$ cat src/rtl/uart_rx_deser.sv
// 8N1 UART receive deserializer: synchronizes the raw line, samples mid-bit and
// pushes each good byte into the RX FIFO. It also flags framing and overrun errors.
module uart_rx_deser #(
    parameter int CLKS_PER_BIT = 868
) (
    input  logic       clk,
    input  logic       rst_n,
    input  logic       uart_rxd,
    input  logic       rx_full,
    output logic       uart_write,
    output logic [7:0] uart_data,
    output logic       frame_err,
    output logic       overrun_err,
    output logic       rx_busy
);

    localparam int CW   = $clog2(CLKS_PER_BIT);
    localparam int HALF = CLKS_PER_BIT / 2;
    localparam logic [CW-1:0] HALF_M1 = CW'(HALF - 1);
    localparam logic [CW-1:0] BIT_M1  = CW'(CLKS_PER_BIT - 1);

    typedef enum logic [2:0] {
        IDLE,
        START,
        DATA,
        STOP,
        WAIT_HIGH
    } state_t;

    state_t        state_q;
    logic [1:0]    sync_q;
    logic [CW-1:0] cnt_q;
    logic [2:0]    bit_idx_q;
    logic [7:0]    shift_q;
    logic          uart_write_q;
    logic [7:0]    uart_data_q;
    logic          frame_err_q;
    logic          overrun_err_q;
    logic          rx_busy_q;
    logic          rxd_s;

    assign rxd_s       = sync_q[1];
    assign uart_write  = uart_write_q;
    assign uart_data   = uart_data_q;
    assign frame_err   = frame_err_q;
    assign overrun_err = overrun_err_q;
    assign rx_busy     = rx_busy_q;

    always_ff @(posedge clk or negedge rst_n) begin
        if (!rst_n) begin
            state_q       <= IDLE;
            sync_q        <= 2'b11;
            cnt_q         <= '0;
            bit_idx_q     <= '0;
            shift_q       <= '0;
            uart_write_q  <= 1'b0;
            uart_data_q   <= '0;
            frame_err_q   <= 1'b0;
            overrun_err_q <= 1'b0;
            rx_busy_q     <= 1'b0;
        end else begin
            sync_q        <= {sync_q[0], uart_rxd};
            uart_write_q  <= 1'b0;
            frame_err_q   <= 1'b0;
            overrun_err_q <= 1'b0;
            case (state_q)
                IDLE: begin
                    if (!rxd_s) begin
                        state_q   <= START;
                        cnt_q     <= '0;
                        rx_busy_q <= 1'b1;
                    end
                end
                START: begin
                    if (cnt_q == HALF_M1) begin
                        cnt_q <= '0;
                        // A start bit that is high again at mid-bit was only a glitch.
                        if (rxd_s) begin
                            state_q   <= IDLE;
                            rx_busy_q <= 1'b0;
                        end else begin
                            state_q   <= DATA;
                            bit_idx_q <= '0;
                        end
                    end else begin
                        cnt_q <= cnt_q + CW'(1);
                    end
                end
                DATA: begin
                    if (cnt_q == BIT_M1) begin
                        cnt_q     <= '0;
                        shift_q   <= {rxd_s, shift_q[7:1]};
                        bit_idx_q <= bit_idx_q + 3'd1;
                        if (bit_idx_q == 3'd7) begin
                            state_q <= STOP;
                        end
                    end else begin
                        cnt_q <= cnt_q + CW'(1);
                    end
                end
                STOP: begin
                    if (cnt_q == BIT_M1) begin
                        cnt_q <= '0;
                        if (rxd_s) begin
                            // Back to IDLE at mid-stop so an immediate next start bit is seen.
                            state_q   <= IDLE;
                            rx_busy_q <= 1'b0;
                            if (rx_full) begin
                                overrun_err_q <= 1'b1;
                            end else begin
                                uart_data_q  <= shift_q;
                                uart_write_q <= 1'b1;
                            end
                        end else begin
                            state_q     <= WAIT_HIGH;
                            frame_err_q <= 1'b1;
                        end
                    end else begin
                        cnt_q <= cnt_q + CW'(1);
                    end
                end
                WAIT_HIGH: begin
                    if (rxd_s) begin
                        state_q   <= IDLE;
                        cnt_q     <= '0;
                        rx_busy_q <= 1'b0;
                    end
                end
                default: begin
                    state_q   <= IDLE;
                    cnt_q     <= '0;
                    rx_busy_q <= 1'b0;
                end
            endcase
        end
    end

endmodule

$ cat config.mk
export PLATFORM = sky130hd
export DESIGN_NAME = uart_rx_deser
export DESIGN_NICKNAME = d
export VERILOG_FILES = /design/src/rtl/uart_rx_deser.sv
export SDC_FILE = /design/constraint.sdc
export NUM_CORES = 1
export LEC_CHECK = 0
export BUFFER_PORTS_ARGS = -buffer_cell sky130_fd_sc_hd__clkbuf_2
export CELL_PAD_IN_SITES_DETAIL_PLACEMENT = 1
export CELL_PAD_IN_SITES_GLOBAL_PLACEMENT = 2
export CORE_ASPECT_RATIO = 0.75
export CORE_UTILIZATION = 35
export DETAILED_ROUTE_END_ITERATION = 16
export GPL_ROUTABILITY_DRIVEN = 0
export HOLD_SLACK_MARGIN = 0.06
export PLACE_DENSITY_LB_ADDON = 0.08
export SLEW_MARGIN = 20
export SYNTH_ARGS = -nofsm -noshare
export SYNTH_HDL_FRONTEND = slang
export SYNTH_SLANG_ARGS = --single-unit
$ cat constraint.sdc
create_clock -name clk -period 2.04 [get_ports clk]
set_input_delay 0.408 -clock clk [delete_from_list [all_inputs] [get_ports clk]]
set_output_delay 0.408 -clock clk [all_outputs]
set_load 0.005 [all_outputs]
* Word-level counts from Yosys, hierarchy flattened
Cells that the tools add are included.
Word-level totals: flip-flop bits (word level) 38, input bits 4, output and inout port bits 12, word-level logic and storage cells 71
Operators by class: $add $sub $neg 2, equality and inequality tests 14, mux-type cells 34, bitwise logic cells 2, reduce and logical (&&, ||, !) cells 9
Operator list (count):
- $mux 10 | 4
- $pmux 10 s4 | 1
- $mux 3 | 10
- $mux 1 | 15
- $pmux 3 s5 | 1
- $ne 2x2->1 const B | 7
- $reduce_and 4->1 | 3
- $add 10x1->10 const B | 1
- $eq 10x10->1 const B | 1
- $eq 10x9->1 const B | 1
- $eq 3x2->1 const B | 2
- $eq 3x3->1 const B | 2
- $pmux 3 s2 | 1
- $reduce_and 6->1 | 1
- $pmux 1 s5 | 1
- $reduce_and 2->1 | 2
- $add 3x1->3 const B | 1
- $eq 3x1->1 const B | 1
- $logic_not 3->1 | 1
- $mux 2 | 1
- $not 1->1 | 2
- $reduce_bool 2->1 | 1
- $reduce_or 2->1 | 1

* Longest topological paths before layout
Gate-level depths: netlist (run 1).
word-level depth 4, depth in mapped cells 7, depth with buffers taken out 6

* Least setup slack after synthesis (run 1)
OpenSTA, ideal clock, no wires.
path kind register -> register, from register cnt_q[1], to register rx_busy_q, in the netlist rx_busy, setup time 124 ps, arrival time 1786 ps, required time 1916 ps, path slack 130 ps, cell stages (with the launch flop) 8, path buffers 1, clock period less this slack 1910 ps, cell sequence dfrtp_1 inv_1 ha_1 or3b_1 o41a_1 buf_6 a2111oi_4 o21ai_2
Between the ends: longest elaborated chain between the ends 3, elaborated cells between the ends (all ways) 5, classes of those cells eq/ne (4); reduce/logical (1)
Ends and longest elaborated chain:
- start, declared | line 32 | logic [CW-1:0] cnt_q;
- start signal, assigned | line 86 | cnt_q <= cnt_q + CW'(1);
- start signal, assigned | line 98 | cnt_q <= cnt_q + CW'(1);
- start signal, assigned | line 119 | cnt_q <= cnt_q + CW'(1);
- $eq 10x10->1 or $eq 10x9->1 (tied branches) | line 102, 75
- $ne 2x2->1 (no source line)
- $reduce_and 4->1 (no source line) (*)
- end signal, assigned | line 107 | rx_busy_q <= 1'b0;
- end signal, assigned | line 126 | rx_busy_q <= 1'b0;
- end signal, assigned | line 132 | rx_busy_q <= 1'b0;
- end, declared | line 39 | logic rx_busy_q;
Every way passes the cells marked *; elsewhere a longest branch is shown, timed or not. A chain may end at the register's enable or synchronous reset.

* Worst setup path after layout (run 1)
from register cnt_q[1], to register bit_idx_q[2]
Between the ends: longest elaborated chain between the ends 3, elaborated cells between the ends (all ways) 5, classes of those cells eq/ne (4); reduce/logical (1)
Ends and longest elaborated chain:
- $eq 10x10->1 or $eq 10x9->1 (tied branches) | line 90, 75
- $ne 2x2->1 (no source line)
- $reduce_and 4->1 (no source line) (*)
- end signal, assigned | line 93 | bit_idx_q <= bit_idx_q + 3'd1;
- end, declared | line 33 | logic [2:0] bit_idx_q;
Marked as above.

==> results of run 1 <==
==> path summary, 6_finish.rpt <==
path	slack, ps	end	depth (start not counted)	startpoint
hold reg to reg	360	sync_q[1]$_DFF_PN1_	0	sync_q[0]$_DFF_PN1_
min in group clk	200	sync_q[0]$_DFF_PN1_	1	uart_rxd
setup / recovery	70	bit_idx_q[2]$_DFFE_PN0P_	8	cnt_q[1]$_DFFE_PN0P_
setup reg to reg	70	bit_idx_q[2]$_DFFE_PN0P_	8	cnt_q[1]$_DFFE_PN0P_
max in group asynchronous	1510	sync_q[1]$_DFF_PN1_	2	rst_n
hold / removal	160	cnt_q[2]$_DFFE_PN0P_	2	rst_n
==> through the flow <==
step	std cells	area, µm²	hold WS, ps	power [mW]
finish	276	2310	165	1.41
global route	276	2310	185	1.46
CTS	275	2280	175	1.43
detailed placement	267	2160	349	0.803
global placement	267	2160	348	0.802
floorplan	172	1920	112	0.780
==> cell usage after synthesis (all sizes together) (2+ instances only) <==
library cell   n  area, µm²
dfstp          2       52.6
o21bai         2       15.0
mux2          16        180
nand2         13       48.8
a31oi          2       12.5
o211ai         5       37.5
inv            7       26.3
or2            3       18.8
nand3          4       25.0
dfrtp         36        901
nor4           2       12.5
a22o           2       17.5
o21ai          8       43.8
a21oi          8       40.0
ha             4       50.1
and2           2       13.8
or3            2       12.5
or3b           2       17.5
a22oi          2       15.0
o22ai          3       18.8
nor3           6       35.0
nor3b          2       15.0
nand2b         5       31.3
buf            2       16.3
nor2           7       33.8
a211oi         2       15.0
clkbuf         5       18.8
==> area by class of cell <==
class                           count  area [µm²]  area share
Timing Repair Buffer               30         188      0.0812
Inverter                            7        26.3      0.0114
Clock inverter                      1        30.0      0.0130
Sequential cell                    38         953       0.412
Tap cell                           72        90.1      0.0390
Multi-Input combinational cell    121         948       0.410
Clock buffer                        7        76.3      0.0330
==> logic make-up after synthesis <==
family	share of synthesized area
mux	0.0990
fa+ha+maj	0.0260
compound gates	0.158
xor+xnor	0.00456
flops	0.496
simple gates	0.185
buf+inv	0.0319
==> metal layers <==
layer	up-vias	GRT usage	part of all wire
li1	697	-	-
met1	718	0.264	0.52
met2	22	0.259	0.43
met3	5	0.0424	0.042
met4	0	0.0615	0.010
met5	-	0	0
==> flip-flops by register name, summed over array words and instances, names as in the netlist <==
signal	flops
bit_idx_q	3
cnt_q	10
frame_err	1
overrun_err	1
rx_busy	1
shift_q	8
state_q	3
sync_q	2
uart_data	8
uart_write	1
==> what timing repair did <==
| item | 4_1_cts | 5_1_grt |
|---|---|---|
| gates cloned | 0 | 1 |
| setup endpoints to repair | 3 | 16 |
| resized for setup | 2 | 4 |
| hold endpoints to repair | 0 | 0 |
| buffers inserted | 0 | 0 |
| pin swaps | 0 | 1 |
==> where the power goes <==
| group | internal, mW | switching (mW) |
|---|---|---|
| Clock | 0.366 | 0.255 |
| Sequential | 0.757 | 0.00370 |
| Combinational | 0.00672 | 0.0197 |
| Total | 1.13 | 0.279 |
==> impl_metrics.env, run 1 <==
export IMPL_grt_pass1_vias=1420
export IMPL_setup_viol=0
export IMPL_period_share=0.967
export IMPL_finish_utilization=0.454
export IMPL_layout_common_cells="dfrtp_1, mux2_1, clkbuf_2, buf_4, nand2_1"
export IMPL_drive_above_1_share=0.265
export IMPL_crit_top_cell="buf_4"
export IMPL_port_buffers=15
export IMPL_path_max_fanout=5
export IMPL_p_per_area_nw_per_um2=609
export IMPL_nFillCells=567
export IMPL_maxSlewViolCount=0
export IMPL_hold_class="input pin to asynchronous set/reset pin"
export IMPL_status="finished, final reports clean"
export IMPL_synth_seq_area_share=0.496
export IMPL_ctsHtreeMaxLevel=2
export IMPL_grt_max_degree=39
export IMPL_synth_area_um2=1920
export IMPL_layout_nets=211
export IMPL_antenna_found_initial=0
export IMPL_place_ws_ps=-42.2
export IMPL_finClkSkew_ps=13.2
export IMPL_synthCells=172
export IMPL_area_growth_pct=20.3
export IMPL_start_kind="flop"
export IMPL_drv_cap=0
export IMPL_cts_hold_buf=0
export IMPL_synth_cell_types=54
export IMPL_rows=22
export IMPL_postSynthAreaPerCell_um2=11.2
export IMPL_cp_data_required_time_ps=2210
export IMPL_dieArea_um2=5790
export IMPL_grt_pass1_wl_um=7520
export IMPL_vias=1442
export IMPL_cts_buffers=5
export IMPL_hold_viol_final=0
export IMPL_min_period_ps=1970
export IMPL_pin_count=16
export IMPL_yosysWarnings=0
export IMPL_synth_edf_count=0
export IMPL_core_area_um2=5090
export IMPL_vdd_drop_max_uv=340
export IMPL_dp_hpwl_um=3270
export IMPL_drtIter0Drc=95
export IMPL_worstPathArrival_ps=2150
export IMPL_path_class="flop to flop"
export IMPL_fin_setup_tns_ps=0
export IMPL_worst_pin_slew_ps=518
export IMPL_slowest_delay_ps=400
export IMPL_endpoint_kind="flop"
export IMPL_cts_sinks=38
export IMPL_antenna_cells=0
export IMPL_fin_ws_ps=68.2
export IMPL_wl_um=4520
export IMPL_drc=0
export IMPL_cts_buffer_depth=2
export IMPL_die_h_um=66.2
export IMPL_grt_setup_unrepaired="true"
export IMPL_routed_via_density=5.22
export IMPL_async_flop_share=1.00
export IMPL_grt_total_usage=0.180
export IMPL_overflow=0
export IMPL_avgRoutedWirePerCell_um=16.4
export IMPL_first_pass_iters=4
export IMPL_syn_nets=180
export IMPL_critPathBufInv=3
export IMPL_synth_ff_type="dfrtp_1"
export IMPL_crit_family="compound AO/OA/AOI/OAI gates"
export IMPL_tritoncts="done"
export IMPL_power_leakage_nw=1.11
export IMPL_slowest_stage="or3b_4"
export IMPL_fmax_mhz=507
export IMPL_ant_nets=0
export IMPL_clock_tree_root_cell="clkbuf_8"
export IMPL_maxSlewHeadroom=0.654
export IMPL_clk_pin_slew_ps=80
export IMPL_start_util=0.377
export IMPL_die_x_um=87.6
export IMPL_final_common_cell="dfrtp_1"
export IMPL_insertion_delay_ps=290
export IMPL_crit_path_cell_trace="inv_1, ha_1, or3b_4, buf_4, o41ai_2, buf_4, o211ai_1, a22o_1"
export IMPL_ys_seq_elements=38
Note: power is estimated with default switching activity, not from simulation.
==> run 2, diff against run 1 <==
--- a/config.mk
+++ b/config.mk
@@ -9,7 +9,7 @@
 export CELL_PAD_IN_SITES_DETAIL_PLACEMENT = 1
 export CELL_PAD_IN_SITES_GLOBAL_PLACEMENT = 2
 export CORE_ASPECT_RATIO = 0.75
-export CORE_UTILIZATION = 35
+export CORE_UTILIZATION = 39
 export DETAILED_ROUTE_END_ITERATION = 16
 export GPL_ROUTABILITY_DRIVEN = 0
 export HOLD_SLACK_MARGIN = 0.06
==> constraint.sdc (replaced) <==
create_clock -name clk -period 1.9 [get_ports clk]
set_input_delay 0.38 -clock clk [delete_from_list [all_inputs] [get_ports clk]]
set_output_delay 0.38 -clock clk [all_outputs]
set_load 0.005 [all_outputs]
==> impl_metrics.env, run 2 (synthesized netlist as in run 1, its figures left out) <==
export IMPL_status="complete, but fails checks"
export IMPL_violations="negative setup slack"
export IMPL_antenna_found_initial=0
export IMPL_routed_via_density=5.60
export IMPL_p_per_area_nw_per_um2=658
export IMPL_grt_pass1_vias=1703
export IMPL_avgRoutedWirePerCell_um=19.9
export IMPL_fin_cells=285
export IMPL_drtIter0Drc=81
export IMPL_worstPathArrival_ps=2150
export IMPL_top_register="cnt_q"
export IMPL_largest_reg_flops=10
export IMPL_first_pass_iters=4
export IMPL_drc=0
export IMPL_endpoint_kind="flop"
export IMPL_grt_setup_unrepaired="true"
export IMPL_crit_path_cell_trace="inv_2, ha_4, or3b_4, buf_6, o41ai_4, buf_4, o211ai_1, a22o_1"
export IMPL_path_class="flop to flop"
export IMPL_vias=1597
export IMPL_maxSlewHeadroom=0.652
export IMPL_antenna_cells=0
export IMPL_overflow=0
export IMPL_core_area_um2=4600
export IMPL_port_buffers=15
export IMPL_cts_buffers=5
export IMPL_period_share=1.03
export IMPL_hold_class="input pin to asynchronous set/reset pin"
export IMPL_die_h_um=62.8
export IMPL_hold_viol_final=0
export IMPL_tritoncts="done"
export IMPL_vdd_drop_max_uv=433
export IMPL_grt_max_degree=39
export IMPL_slowest_delay_ps=400
export IMPL_rows=21
export IMPL_fmax_mhz=510
export IMPL_worst_pin_slew_ps=517
export IMPL_placed_cells=270
export IMPL_dp_hpwl_um=3730
export IMPL_min_period_ps=1960
export IMPL_die_x_um=83.1
export IMPL_drive_above_1_share=0.404
export IMPL_maxSlewViolCount=0
export IMPL_area_growth_pct=36.1
export IMPL_dieArea_um2=5220
export IMPL_critPathBufInv=3
export IMPL_path_max_fanout=5
export IMPL_clk_pin_slew_ps=80
export IMPL_cts_sinks=38
export IMPL_hold_ws_ps=125
export IMPL_start_util=0.418
export IMPL_grt_pass1_wl_um=9070
export IMPL_nFillCells=492
export IMPL_slowest_stage="dfrtp_1"
export IMPL_finClkSkew_ps=5.05
export IMPL_final_common_cell="dfrtp_1"
export IMPL_layout_nets=235
export IMPL_wl_um=5670
export IMPL_fin_ws_ps=-61.4
export IMPL_cp_data_required_time_ps=2090
export IMPL_layout_common_cells="dfrtp_1, buf_4, mux2_1, clkbuf_2, nand2_1"
export IMPL_crit_family="compound AO/OA/AOI/OAI gates"
export IMPL_setup_viol=8
export IMPL_insertion_delay_ps=300
export IMPL_power_leakage_nw=1.26
export IMPL_clock_tree_root_cell="clkbuf_8"
export IMPL_ant_nets=0
export IMPL_pin_count=16
export IMPL_reg2reg_slack_ps=-60
export IMPL_drv_cap=0
export IMPL_ctsHtreeMaxLevel=2
export IMPL_grt_total_usage=0.228
export IMPL_start_kind="flop"
export IMPL_cts_buffer_depth=2
==> run 2: timing repair <==
item	in CTS	in global routing
resized for setup	10	16
hold buffers	0	0
gates cloned	1	2
endpoints found under the setup margin	14	31
setup buffers	2	2
pin swaps	10	4
==> run 2: worst paths after layout <==
check                      cells past startpoint                 start                  endpoint
hold / removal                                 2                 rst_n      cnt_q[5]$_DFFE_PN0P_
max in group asynchronous                      2                 rst_n      cnt_q[0]$_DFFE_PN0P_
min in group clk                               1              uart_rxd       sync_q[0]$_DFF_PN1_
hold reg to reg                                0   sync_q[0]$_DFF_PN1_       sync_q[1]$_DFF_PN1_
setup reg to reg                               8  cnt_q[1]$_DFFE_PN0P_  bit_idx_q[2]$_DFFE_PN0P_
setup / recovery                               8  cnt_q[1]$_DFFE_PN0P_  bit_idx_q[2]$_DFFE_PN0P_
==> run 2: final cells by class <==
class	count	area, µm²	share of cell area
inverters	7	26.3	0.0100
well taps	57	71.3	0.0273
flip-flops and latches	38	955	0.365
repair buffers	53	385	0.147
multi-input cells	122	1030	0.396
clock buffers	6	82.6	0.0316
clock inverters	2	60.1	0.0230
==> run 2: per-stage QoR <==
step                      setup TNS [ps]  setup WS [ps]  cell area [µm²]  utilization  total power [mW]
after global placement              -816           -101             2290        0.499             0.862
after global routing                -957           -131             2620        0.569              1.77
after floorplan                    -9.64          -9.64             1920            -             0.838
after CTS                           -673          -72.6             2520        0.547              1.72
after detailed placement           -1840           -192             2290        0.499             0.864
final                               -273          -61.4             2620        0.569              1.72
==> run 2: layer usage <==
metal | vias to the layer above | global-route usage | wire length, µm
met4 | 0 | 0.0711 | 92
met3 | 10 | 0.0396 | 114
li1 | 742 | - | -
met5 | - | 0 | 0
met1 | 824 | 0.314 | 2820
met2 | 21 | 0.369 | 2640
==> run 2: power by group <==
group	total [mW]	internal (mW)	switching [mW]	leakage, nW
Combinational	0.0344	0.00932	0.0251	0.684
Sequential	0.814	0.812	0.00197	0.502
Clock	0.872	0.560	0.311	0.0714
